$ cat src/rtl/gram_matrix_streamer.sv
// gram_matrix_streamer: double-buffered 4x4 Gram-matrix serializer.
// A whole matrix is loaded in one handshake into the active or pending slot.
// Elements leave one per valid/ready beat, in raster order.
// Optional build macro: GRAM_SYMMETRIC_EN streams only the upper triangle (c >= r), 10 beats.
module gram_matrix_streamer #(
  parameter int unsigned DW = 16
) (
  input  logic              Clock,
  input  logic              Reset,
  input  logic              i_ld_valid,
  output logic              o_ld_ready,
  input  logic [16*DW-1:0]  i_ld_matrix,
  output logic              o_out_valid,
  input  logic              i_out_ready,
  output logic [DW-1:0]     o_out_data,
  output logic [1:0]        o_out_row,
  output logic [1:0]        o_out_col,
  output logic              o_out_last
);

  localparam int unsigned NELEM = 16;

  typedef enum logic [1:0] {
    S_EMPTY       = 2'd0,
    S_STREAM      = 2'd1,
    S_STREAM_PEND = 2'd2
  } state_t;

  state_t        r_state;
  state_t        w_state_nxt;

  logic [DW-1:0] r_active     [NELEM];
  logic [DW-1:0] r_pend       [NELEM];
  logic [DW-1:0] w_active_nxt [NELEM];
  logic [DW-1:0] w_pend_nxt   [NELEM];
  logic [DW-1:0] w_ld_elem    [NELEM];

  logic [1:0]    r_row;
  logic [1:0]    r_col;
  logic [1:0]    w_row_nxt;
  logic [1:0]    w_col_nxt;
  logic [1:0]    w_row_adv;
  logic [1:0]    w_col_adv;

  logic          w_beat;
  logic          w_final;
  logic          w_load;
  logic          w_valid_nxt;
  logic          w_last_nxt;
  logic [DW-1:0] w_data_nxt;

  // Unpack the flat load bus into elements; element index is 4*r+c.
  for (genvar g = 0; g < 16; g++) begin : g_unpack
`ifdef GRAM_SYMMETRIC_EN
    // Lower-triangle entries are never streamed, so they are not captured.
    if ((g % 4) >= (g / 4)) begin : g_upper
      assign w_ld_elem[g] = i_ld_matrix[g*DW +: DW];
    end else begin : g_lower
      assign w_ld_elem[g] = '0;
    end
`else
    assign w_ld_elem[g] = i_ld_matrix[g*DW +: DW];
`endif
  end

  assign w_beat  = o_out_valid & i_out_ready;
  assign w_final = w_beat & o_out_last;
  assign w_load  = i_ld_valid & o_ld_ready;

  // Next (row, col) after a non-final beat.
  always_comb begin
    w_row_adv = r_row;
    w_col_adv = r_col;
    if (r_col == 2'd3) begin
      w_row_adv = r_row + 2'd1;
`ifdef GRAM_SYMMETRIC_EN
      w_col_adv = r_row + 2'd1;
`else
      w_col_adv = 2'd0;
`endif
    end else begin
      w_col_adv = r_col + 2'd1;
    end
  end

  // Next-state, slot movement and index update.
  always_comb begin
    w_state_nxt  = r_state;
    w_active_nxt = r_active;
    w_pend_nxt   = r_pend;
    w_row_nxt    = r_row;
    w_col_nxt    = r_col;
    case (r_state)
      S_EMPTY: begin
        if (w_load) begin
          w_state_nxt  = S_STREAM;
          w_active_nxt = w_ld_elem;
          w_row_nxt    = 2'd0;
          w_col_nxt    = 2'd0;
        end
      end
      S_STREAM: begin
        if (w_final && w_load) begin
          // New matrix goes straight to active: no bubble between matrices.
          w_active_nxt = w_ld_elem;
          w_row_nxt    = 2'd0;
          w_col_nxt    = 2'd0;
        end else if (w_final) begin
          w_state_nxt = S_EMPTY;
          w_row_nxt   = 2'd0;
          w_col_nxt   = 2'd0;
        end else begin
          if (w_beat) begin
            w_row_nxt = w_row_adv;
            w_col_nxt = w_col_adv;
          end
          if (w_load) begin
            w_state_nxt = S_STREAM_PEND;
            w_pend_nxt  = w_ld_elem;
          end
        end
      end
      S_STREAM_PEND: begin
        if (w_final) begin
          w_state_nxt  = S_STREAM;
          w_active_nxt = r_pend;
          w_row_nxt    = 2'd0;
          w_col_nxt    = 2'd0;
        end else if (w_beat) begin
          w_row_nxt = w_row_adv;
          w_col_nxt = w_col_adv;
        end
      end
      default: begin
        w_state_nxt = S_EMPTY;
      end
    endcase
  end

  // Output values as they will appear after the coming edge.
  always_comb begin
    w_valid_nxt = (w_state_nxt != S_EMPTY);
    w_last_nxt  = w_valid_nxt && (w_row_nxt == 2'd3) && (w_col_nxt == 2'd3);
    w_data_nxt  = w_valid_nxt ? w_active_nxt[{w_row_nxt, w_col_nxt}] : '0;
  end

  // State register.
  always_ff @(posedge Clock) begin
    if (Reset) begin
      r_state <= S_EMPTY;
    end else begin
      r_state <= w_state_nxt;
    end
  end

  // Slot buffers, index counters and registered outputs.
  always_ff @(posedge Clock) begin
    if (Reset) begin
      for (int i = 0; i < NELEM; i++) begin
        r_active[i] <= '0;
        r_pend[i]   <= '0;
      end
      r_row       <= 2'd0;
      r_col       <= 2'd0;
      o_ld_ready  <= 1'b1;
      o_out_valid <= 1'b0;
      o_out_data  <= '0;
      o_out_row   <= 2'd0;
      o_out_col   <= 2'd0;
      o_out_last  <= 1'b0;
    end else begin
      r_active    <= w_active_nxt;
      r_pend      <= w_pend_nxt;
      r_row       <= w_row_nxt;
      r_col       <= w_col_nxt;
      o_ld_ready  <= (w_state_nxt != S_STREAM_PEND);
      o_out_valid <= w_valid_nxt;
      o_out_data  <= w_data_nxt;
      o_out_row   <= w_row_nxt;
      o_out_col   <= w_col_nxt;
      o_out_last  <= w_last_nxt;
    end
  end

endmodule
$ cat config.mk
export PLATFORM = sky130hd
export DESIGN_NAME = gram_matrix_streamer
export DESIGN_NICKNAME = d
export VERILOG_FILES = /design/src/rtl/gram_matrix_streamer.sv
export SDC_FILE = /design/constraint.sdc
export NUM_CORES = 1
export LEC_CHECK = 0
export CORE_MARGIN = 4
export CORE_UTILIZATION = 42
export DETAILED_ROUTE_END_ITERATION = 10
export GPL_ROUTABILITY_DRIVEN = 1
export PLACE_DENSITY_LB_ADDON = 0.12
export SETUP_SLACK_MARGIN = 0.4
export SYNTH_ARGS = -nofsm -noshare
export SYNTH_HDL_FRONTEND = slang
export SYNTH_SLANG_ARGS = --single-unit
$ cat constraint.sdc
create_clock -name Clock -period 5.2 [get_ports Clock]
set_input_delay 1.04 -clock Clock [delete_from_list [all_inputs] [get_ports Clock]]
set_output_delay 1.04 -clock Clock [all_outputs]
set_load 0.03 [all_outputs]
==> flow_summary_export.csv <==
group,metric,value,unit
critical_path,path_max_fanout,91,
cts,cts_resized,0,
placement,globalplace.congestion,0.906,
layout,area_growth,21.4,%
outcome,status,"complete, no violations",
critical_path,cp-start-kind,"primary input",
layout,final_nets,3441,
synth,synthArstFlopShare,0,
layout,multi_input_area,11500,sq um
grt,antenna_found_initial,0,
synth,synth_fp_nets,3343,
layout,nFillCells,5328,
floorplanning,core.rowCount,88,
sta,final-setup-viol-count,0,
layout,layout_commonest_cell,"nand2_1",
pwr,p_seq_frac,0.433,
cts,clock-sinks,537,
cts,cts_tree,"done",
floorplanning,fp.dieH,249,um
layout,insertedDiodeCount,0,
pwr,leakage,10.1,nW
sta,tightestPinTransition,1270,ps
synth,yosysSeqAreaShare,0.441,
routing,drc,0,
flow_run,drv_cap,0,
cts,cts_buffer_depth,3,
cts,postCtsHoldBufs,0,
routing,drt_wl_total,85700,um
synth,yosysUniqueCellTypes,42,
synth,syn_area,24400,sq um
synth,synth_ff_type,"dfxtp_1",
floorplanning,die_area,61900,sq um
routing,drtIter0Drc,2226,
routing,vias,23293,
placement,dp_hpwl,55000,um
pwr,power,10.4,mW
critical_path,end_kind,"register",
grt,first_global_vias,21402,
sta,max_freq,243,MHz
pwr,switchingPower,2.86,mW
layout,seqCellArea,10800,sq um
pwr,power_frac_clock,0.403,
routing,postRouteAntennaNets,0,
sta,fin_setup_tns,0,ps
floorplanning,core_area,57600,sq um
cts,htreeDepth,2,
sta,fin_crit_sh,0.792,
pwr,internal_power,7.54,mW
grt,grt_max_degree,175,
critical_path,arrival,4680,ps
routing,wl_per_cell,21.5,um
synth,yosys_warnings,0,
floorplanning,initial_core_util,0.423,
synth,synth_top_area_frac,0.441,
synth,yosys.area.top_type,"dfxtp_1",
layout,final_cell_mix,"770 x nand2_1, 537 x dfxtp_1, 518 x a21oi_1, 281 x clkdlybuf4s50_1, 252 x a22oi_1",
synth,synth_cells,3082,
sta,grt_setup_unrepaired,"false",
cts,clk_pin_slew,60,ps
routing,via_per_inst,5.83,
placement,placed_area,27600,sq um
grt,grt_util_all_layers,0.260,
routing,drtPass1Iterations,6,
cts,post_cts_buffers,0,
pwr,swShare,0.275,
critical_path,required,5760,ps
critical_path,crit_type,"primary input to register",
layout,layout-drive-gt1-share,0.0619,
synth,syn_area_per_cell,7.90,sq um
placement,portBuffers,282,
cts,clk_latency,620,ps
min_path,hold_class,"register to register",
pwr,power_frac_comb,0.164,
synth,ys_top_cells_by_area,"dfxtp_1 44%, nand2_1 12%, a21oi_1 11%",
pwr,ir_drop,0.242,mV
grt,grt_pass1_wl,130000,um
floorplanning,ios,283,
placement,dp_cells,3885,
floorplanning,die_w,249,um
synth,synth-seq-cells,537,
grt,gr-total-overflow,0,
synth,synth-edff-count,0,
sta,final_max_slew_viol_count,0,
layout,fin_area,29600,sq um
sta,report.final.hold_viol_count,0,
pwr,cellPowerDensity,352,nW/um^2
cts,cts_buffers,58,
sta,post-route-min-period,4120,ps
sta,clock_skew,19.4,ps
layout,final_cells,3995,
cts,cts_root_buf,"clkbuf_16",
sta,maxSlewHeadroom,0.151,
[cells in the mapped netlist, types with 2 or more instances]
cell type	n
nand2_1	770
dfxtp_1	537
a21oi_1	520
a22oi_1	252
inv_1	234
o311a_1	230
clkbuf_1	193
buf_2	71
o21ai_0	63
o21a_1	46
buf_1	26
a31o_2	23
a22o_1	20
a2111oi_2	15
and4_1	15
nor2_1	12
buf_6	5
a211oi_1	4
a21boi_0	3
a31oi_1	3
and3_1	3
nand2b_1	3
nand3_1	3
nor2b_1	3
nor3_1	3
or3_1	3
a21o_1	2
a221oi_1	2
a222oi_1	2
and2_1	2
buf_4	2
o31ai_1	2
[registers in the layout (all words and copies together), names as in the netlist]
signal and cells:
o_ld_ready 1, o_out_data 16, r_pend 256, r_row 2, r_state 2, o_out_valid 1
o_out_last 1, r_col 2, r_active 256
[worst max-delay path, cell delays in order]
cell,delay (ps)
clkdlybuf4s50_1,610
nand3_1,290
nor2_4,510
buf_12,420
buf_12,330
a22oi_1,160
o311a_1,160
o21ai_0,440
and4_1,450
a22o_1,180
[area by class of cell]
class,instances,area share
Clock buffer,98,0.0634
Clock inverter,12,0.00305
Inverter,234,0.0297
Multi-Input combinational cell,2013,0.391
Sequential cell,537,0.364
Tap cell,765,0.0324
Timing Repair Buffer,336,0.117
[power by group through the flow]
stage / combinational (mW) / sequential (mW) / clock (mW)
final: 1.70 / 4.50 / 4.19
after detailed placement: 1.69 / 4.59 / 0
after global routing: 1.84 / 4.53 / 4.43
after floorplan: 1.01 / 4.57 / 0
after CTS: 1.69 / 4.50 / 4.27
after global placement: 1.66 / 4.58 / 0
[final timing paths]
check	startpoint	endpoint	slack [ps]	cells after the start
setup / recovery	i_out_ready	o_out_data[8]	1080	10
hold reg to reg	r_active[133]	r_active[133]	450	2
hold / removal	r_active[133]	r_active[133]	450	2
setup reg to reg	o_out_last	o_out_data[8]	1520	9
[per-stage QoR]
step                setup slack, ps  utilization  hold slack (ps)
finish                         1080        0.514              452
global route                   1000        0.514              464
CTS                            1140        0.514              452
detailed placement              498        0.479              443
global placement                528        0.479              439
floorplan                      2300            -              432
[metal layers]
| layer | vias up | wire (um) | global-route usage |
|---|---|---|---|
| met3 | 120 | 4890 | 0.0292 |
| li1 | 11080 | - | - |
| met4 | 0 | 2290 | 0.0718 |
| met2 | 839 | 42000 | 0.442 |
| met1 | 11254 | 36500 | 0.352 |
| met5 | - | 0 | 0 |
[cell families (layout without fill, tap and decap cells)]
| family | Yosys count | in the layout | share of synthesized area |
|---|---|---|---|
| AO/OA/AOI/OAI | 1191 | 1191 | 0.339 |
| buffers and inverters | 532 | 680 | 0.0875 |
| adder cells (fa/ha/maj) | 1 | 1 | 0.000514 |
| flip-flops | 537 | 537 | 0.441 |
| multiplexers | 1 | 1 | 0.000411 |
| AND/OR/NAND/NOR | 820 | 820 | 0.132 |
(Power assumes the default switching activity.)
